--- config.mk ---
export PLATFORM = sky130hd
export DESIGN_NAME = button_debouncer
export DESIGN_NICKNAME = d
export VERILOG_FILES = /design/src/rtl/debounce_pkg.sv /design/src/rtl/button_debouncer_sync_chain.sv /design/src/rtl/button_debouncer.sv
export SDC_FILE = /design/constraint.sdc
export NUM_CORES = 1
export LEC_CHECK = 0
export BUFFER_PORTS_ARGS = -buffer_cell sky130_fd_sc_hd__buf_2
export CAP_MARGIN = 25
export CORE_ASPECT_RATIO = 0.8
export CORE_MARGIN = 2
export CORE_UTILIZATION = 48
export CTS_CLUSTER_DIAMETER = 200
export CTS_CLUSTER_SIZE = 20
export DETAILED_ROUTE_END_ITERATION = 10
export HOLD_SLACK_MARGIN = 0.03
export PLACE_DENSITY = 0.83
export REMOVE_ABC_BUFFERS = 1
export SETUP_SLACK_MARGIN = 0.1
export SYNTH_ARGS = -nofsm -noshare
export SYNTH_HDL_FRONTEND = slang
export SYNTH_HIERARCHICAL = 1
export SYNTH_SLANG_ARGS = --single-unit
--- constraint.sdc ---
create_clock -name clk -period 1.54 [get_ports clk]
set_input_delay 0.308 -clock clk [delete_from_list [all_inputs] [get_ports clk]]
set_output_delay 0.308 -clock clk [all_outputs]
set_load 0.01 [all_outputs]
--- src/rtl/debounce_pkg.sv ---
// Shared types and parameter limits for the button debouncer.
package debounce_pkg;

  typedef enum logic [1:0] {
    STABLE_LO = 2'd0,
    PEND_HI   = 2'd1,
    STABLE_HI = 2'd2,
    PEND_LO   = 2'd3
  } db_state_t;

  localparam int unsigned MIN_SYNC_STAGES     = 2;
  localparam int unsigned MIN_DEBOUNCE_CYCLES = 2;

  // True when the chosen sizing can actually synchronise and qualify a level.
  function automatic bit params_ok(input int unsigned sync_stages,
                                   input int unsigned debounce_cycles);
    return (sync_stages >= MIN_SYNC_STAGES) &&
           (debounce_cycles >= MIN_DEBOUNCE_CYCLES);
  endfunction

endpackage

--- src/rtl/button_debouncer_sync_chain.sv ---
// N-flop synchroniser for an asynchronous single-bit input, reset to a chosen level.
module sync_chain #(
  parameter int unsigned STAGES      = 2,
  parameter bit          RESET_LEVEL = 1'b0
) (
  input  logic clk,
  input  logic resetn,
  input  logic data,
  output logic synced
);

  logic [STAGES-1:0] q;

  // Shift the raw input through the chain; the last flop is the clean sample.
  always_ff @(posedge clk or negedge resetn) begin
    if (!resetn) begin
      q <= {STAGES{RESET_LEVEL}};
    end else begin
      q <= {q[STAGES-2:0], data};
    end
  end

  assign synced = q[STAGES-1];

endmodule

--- src/rtl/button_debouncer.sv ---
// Debounces a mechanical switch: synchronise, qualify stable levels, count rejected glitches.
module button_debouncer
  import debounce_pkg::*;
#(
  parameter int unsigned SYNC_STAGES     = 2,
  parameter int unsigned DEBOUNCE_CYCLES = 16,
  parameter int unsigned GLITCH_W        = 8,
  parameter bit          RESET_LEVEL     = 1'b0
) (
  input  logic                clk,
  input  logic                resetn,
  input  logic                btn_in,
  input  logic                glitch_clr,
  output logic                btn_level,
  output logic                busy,
  output logic [GLITCH_W-1:0] glitch_cnt
);

  localparam int unsigned         CNT_W      = $clog2(DEBOUNCE_CYCLES);
  localparam logic [CNT_W-1:0]    CNT_LAST   = CNT_W'(DEBOUNCE_CYCLES - 1);
  localparam logic [GLITCH_W-1:0] GLITCH_MAX = '1;

  if (!params_ok(SYNC_STAGES, DEBOUNCE_CYCLES)) begin : g_param_err
    $error("button_debouncer: SYNC_STAGES and DEBOUNCE_CYCLES must both be >= 2");
  end

  db_state_t        state;
  logic [CNT_W-1:0] cnt;
  logic             s;
  logic             glitch_ev_c;

  sync_chain #(
    .STAGES      (SYNC_STAGES),
    .RESET_LEVEL (RESET_LEVEL)
  ) u_sync (
    .clk    (clk),
    .resetn (resetn),
    .data   (btn_in),
    .synced (s)
  );

  // A pending change is abandoned when the sample falls back to the old level.
  always_comb begin
    glitch_ev_c = 1'b0;
    if ((state == PEND_HI && !s) || (state == PEND_LO && s)) begin
      glitch_ev_c = 1'b1;
    end
  end

  // Qualification FSM; btn_level and busy are registered alongside the state.
  always_ff @(posedge clk or negedge resetn) begin
    if (!resetn) begin
      state     <= RESET_LEVEL ? STABLE_HI : STABLE_LO;
      cnt       <= '0;
      btn_level <= RESET_LEVEL;
      busy      <= 1'b0;
    end else begin
      case (state)
        STABLE_LO: begin
          if (s) begin
            state <= PEND_HI;
            cnt   <= CNT_W'(1);
            busy  <= 1'b1;
          end
        end
        PEND_HI: begin
          if (!s) begin
            state <= STABLE_LO;
            cnt   <= '0;
            busy  <= 1'b0;
          end else if (cnt == CNT_LAST) begin
            state     <= STABLE_HI;
            btn_level <= 1'b1;
            cnt       <= '0;
            busy      <= 1'b0;
          end else begin
            cnt <= cnt + CNT_W'(1);
          end
        end
        STABLE_HI: begin
          if (!s) begin
            state <= PEND_LO;
            cnt   <= CNT_W'(1);
            busy  <= 1'b1;
          end
        end
        PEND_LO: begin
          if (s) begin
            state <= STABLE_HI;
            cnt   <= '0;
            busy  <= 1'b0;
          end else if (cnt == CNT_LAST) begin
            state     <= STABLE_LO;
            btn_level <= 1'b0;
            cnt       <= '0;
            busy      <= 1'b0;
          end else begin
            cnt <= cnt + CNT_W'(1);
          end
        end
        default: begin
          state <= STABLE_LO;
          cnt   <= '0;
          busy  <= 1'b0;
        end
      endcase
    end
  end

  // Saturating glitch counter; a clear request beats a same-cycle glitch.
  always_ff @(posedge clk or negedge resetn) begin
    if (!resetn) begin
      glitch_cnt <= '0;
    end else if (glitch_clr) begin
      glitch_cnt <= '0;
    end else if (glitch_ev_c && (glitch_cnt != GLITCH_MAX)) begin
      glitch_cnt <= glitch_cnt + GLITCH_W'(1);
    end
  end

endmodule
==> results.ini <==
[synth]
syn_area_um2 = 846
ys_ff_latch = 18
synth_top_cell_by_area = dfrtp_1
synth.top_cell.area_share_pct = 53.3
avgSynthCellArea_um2 = 10.3
ys_seq_area_share_pct = 53.3
synth_cell_types = 24
ys_top_cells_by_area = dfrtp_1, a21oi_1, nand3_1, xor2_1, nand2_1
synth_warnings = 6
netlist_instances = 82

[floorplan]
die_x_um = 50.9
core_area_mm2 = 0.00164
fp.dieH_um = 41.5
rows = 13
io_pins = 14
fp.dieArea_mm2 = 0.00212
initial_core_util_pct = 51.5

[worst_setup_path]
start_kind = flip-flop
end_kind = flip-flop
r2r-end = glitch_cnt[7]
reg2reg_slack_ns = -0.01
worstSetupEndpoint = glitch_cnt[7]
crit-reg2reg-launch = glitch_cnt[5]
r2r_cells = 4
critPathMaxFanout = 5
criticalPathCategory = flip-flop to flip-flop
worstPathArrival_ns = 1.81
required_ns = 1.80
setup.worst_path.start = glitch_cnt[5]

[sta]
rsz0062_at_grt = yes
finalHoldViolCount = 0
fin_crit_sh_pct = 101
slew_violations = 0
hold_ws_ns = 0.108
slew_headroom_pct = 71.6
setup_slack_ns = -0.0126
setup_viol = 1
fin_skew_ns = 0.0156
timing.fmax_ghz = 0.644
post-route-min-period_ns = 1.55
tightest_slew_ns = 0.424

[grt]
antenna_found_initial = 0
overflow = 0
grt_pass1_vias = 763
grt_start_max_net_pins = 19
track_usage_pct = 20.9
grt_pass1_wl_um = 3370

[placed_design]
dpl_worst_slack_ns = -0.0278
gp_congestion = 0.784
placed_cells = 125
port_buffers = 13
hpwlAfterDp_um = 1240

[layout]
final_cell_mix = dfrtp_1, buf_4, buf_2
num-nets-final = 123
drive_gt1_share_pct = 45.7
area_growth_syn_to_layout_pct = 44.2
antenna_cells = 0
layout.cells.non_filler = 138
layout_commonest_cell = dfrtp_1
fin_util_pct = 74.3
fill_cells = 100

[route]
wl_met3_um = 115
viasPerCell = 5.75
routed-wl-met2_um = 1070
drc = 0
drt-initial-drc-count = 35
routed_wl_um = 2180
ant_nets = 0
first_pass_iters = 4
routed-via-count = 794
wl_per_cell_um = 15.8
met1_length_um = 952
highest_layer = met4

[hold_path]
hold_path_class = primary input to flip-flop

[cts]
clk_pin_slew_ns = 0.12
worstSkewPairLatency_ns = 0.31
cts_buffers = 3
clock_sinks = 18
clockRootBuffer = clkbuf_4
cts_buffer_depth = 2
cts_tree = built
h-tree-depth = 1

[status]
violations = setup timing
status = complete, but fails checks

[power]
p_total_mw = 0.943
max-vdd-ir-drop_mv = 1.02
leakagePower_nw = 0.553
p_per_area_mw_per_mm2 = 773

[run]
drv_cap = 0

worst max-delay path, cell delays in order, from the launching register on:
cell	delay [ns]
dfrtp_1	0.42
nand4_1	0.22
buf_4	0.21
or4_4	0.51
a21oi_2	0.14
report_power, final:
group | switching (mW) | internal, mW
registers | 0.0164 | 0.491
logic | 0.0685 | 0.0631
clock network | 0.159 | 0.145
logic make-up after synthesis:
| kind of cell | after synthesis | synth area share (%) |
|---|---|---|
| adder cells (fa/ha/maj) | 2 | 2.96 |
| buffers and inverters | 3 | 2.22 |
| multiplexers | 2 | 2.51 |
| AO/OA/AOI/OAI | 23 | 16.6 |
| flip-flops | 18 | 53.3 |
| AND/OR/NAND/NOR | 29 | 16.4 |
| XOR/XNOR | 5 | 6.07 |
registers in the layout (all words and copies together), names as in the netlist, named ones only:
name / count
state: 1
cnt: 4
btn_level: 1
u_sync/q: 2
glitch_cnt: 8
busy: 1
per-stage QoR:
step           setup TNS [ns]  instance area, µm²
5_1_grt                -0.201                1220
3_3_place_gp                0                1000
2_1_floorplan          -0.385                 827
3_5_place_dp          -0.0412                1000
4_1_cts            -0.0000246                1100
6_report              -0.0126                1220
final cells by class:
cell class	instances	area (µm²)	area share (%)
Clock buffer	4	36.3	2.97
Sequential cell	18	450	36.9
Tap cell	22	27.5	2.26
Timing Repair Buffer	33	235	19.3
Multi-Input combinational cell	61	470	38.6
worst min path at each step:
stage | start | end | slack [ns] | cells after the start
floorplan | resetn | async pin | 0.01 | 0
global placement | resetn | glitch_cnt[0] | 0.26 | 1
detailed placement | resetn | glitch_cnt[3] | 0.26 | 1
CTS | btn_in | u_sync/q[0] | 0.11 | 1
global route | btn_in | u_sync/q[0] | 0.09 | 1
finish | btn_in | u_sync/q[0] | 0.11 | 1
cells in the mapped netlist (all sizes together):
master,instances
dfrtp,18
nand2,9
a21oi,8
nand3,7
nor2,6
o21ai,6
xor2,4
o31ai,3
or4,3
buf,2
ha,2
o22ai,2
or3,2
a21o,1
a31oi,1
and3,1
clkbuf,1
mux2,1
mux2i,1
nand4,1
o2111ai,1
o211ai,1
xnor2,1
repair_timing:
action,4_1_cts,5_1_grt
pin swaps,5,13
hold endpoints to repair,18,0
buffers inserted,4,5
hold buffers,1,0
endpoints found under the setup margin,7,10
resized for setup,4,21
cloned,0,0
layer usage:
layer | GRT usage [%] | vias to the layer above
met5 | 0 | -
met4 | 9.73 | 0
met3 | 3.96 | 5
met2 | 32.7 | 39
met1 | 28.2 | 377
li1 | - | 373
(Power assumes the default switching activity.)
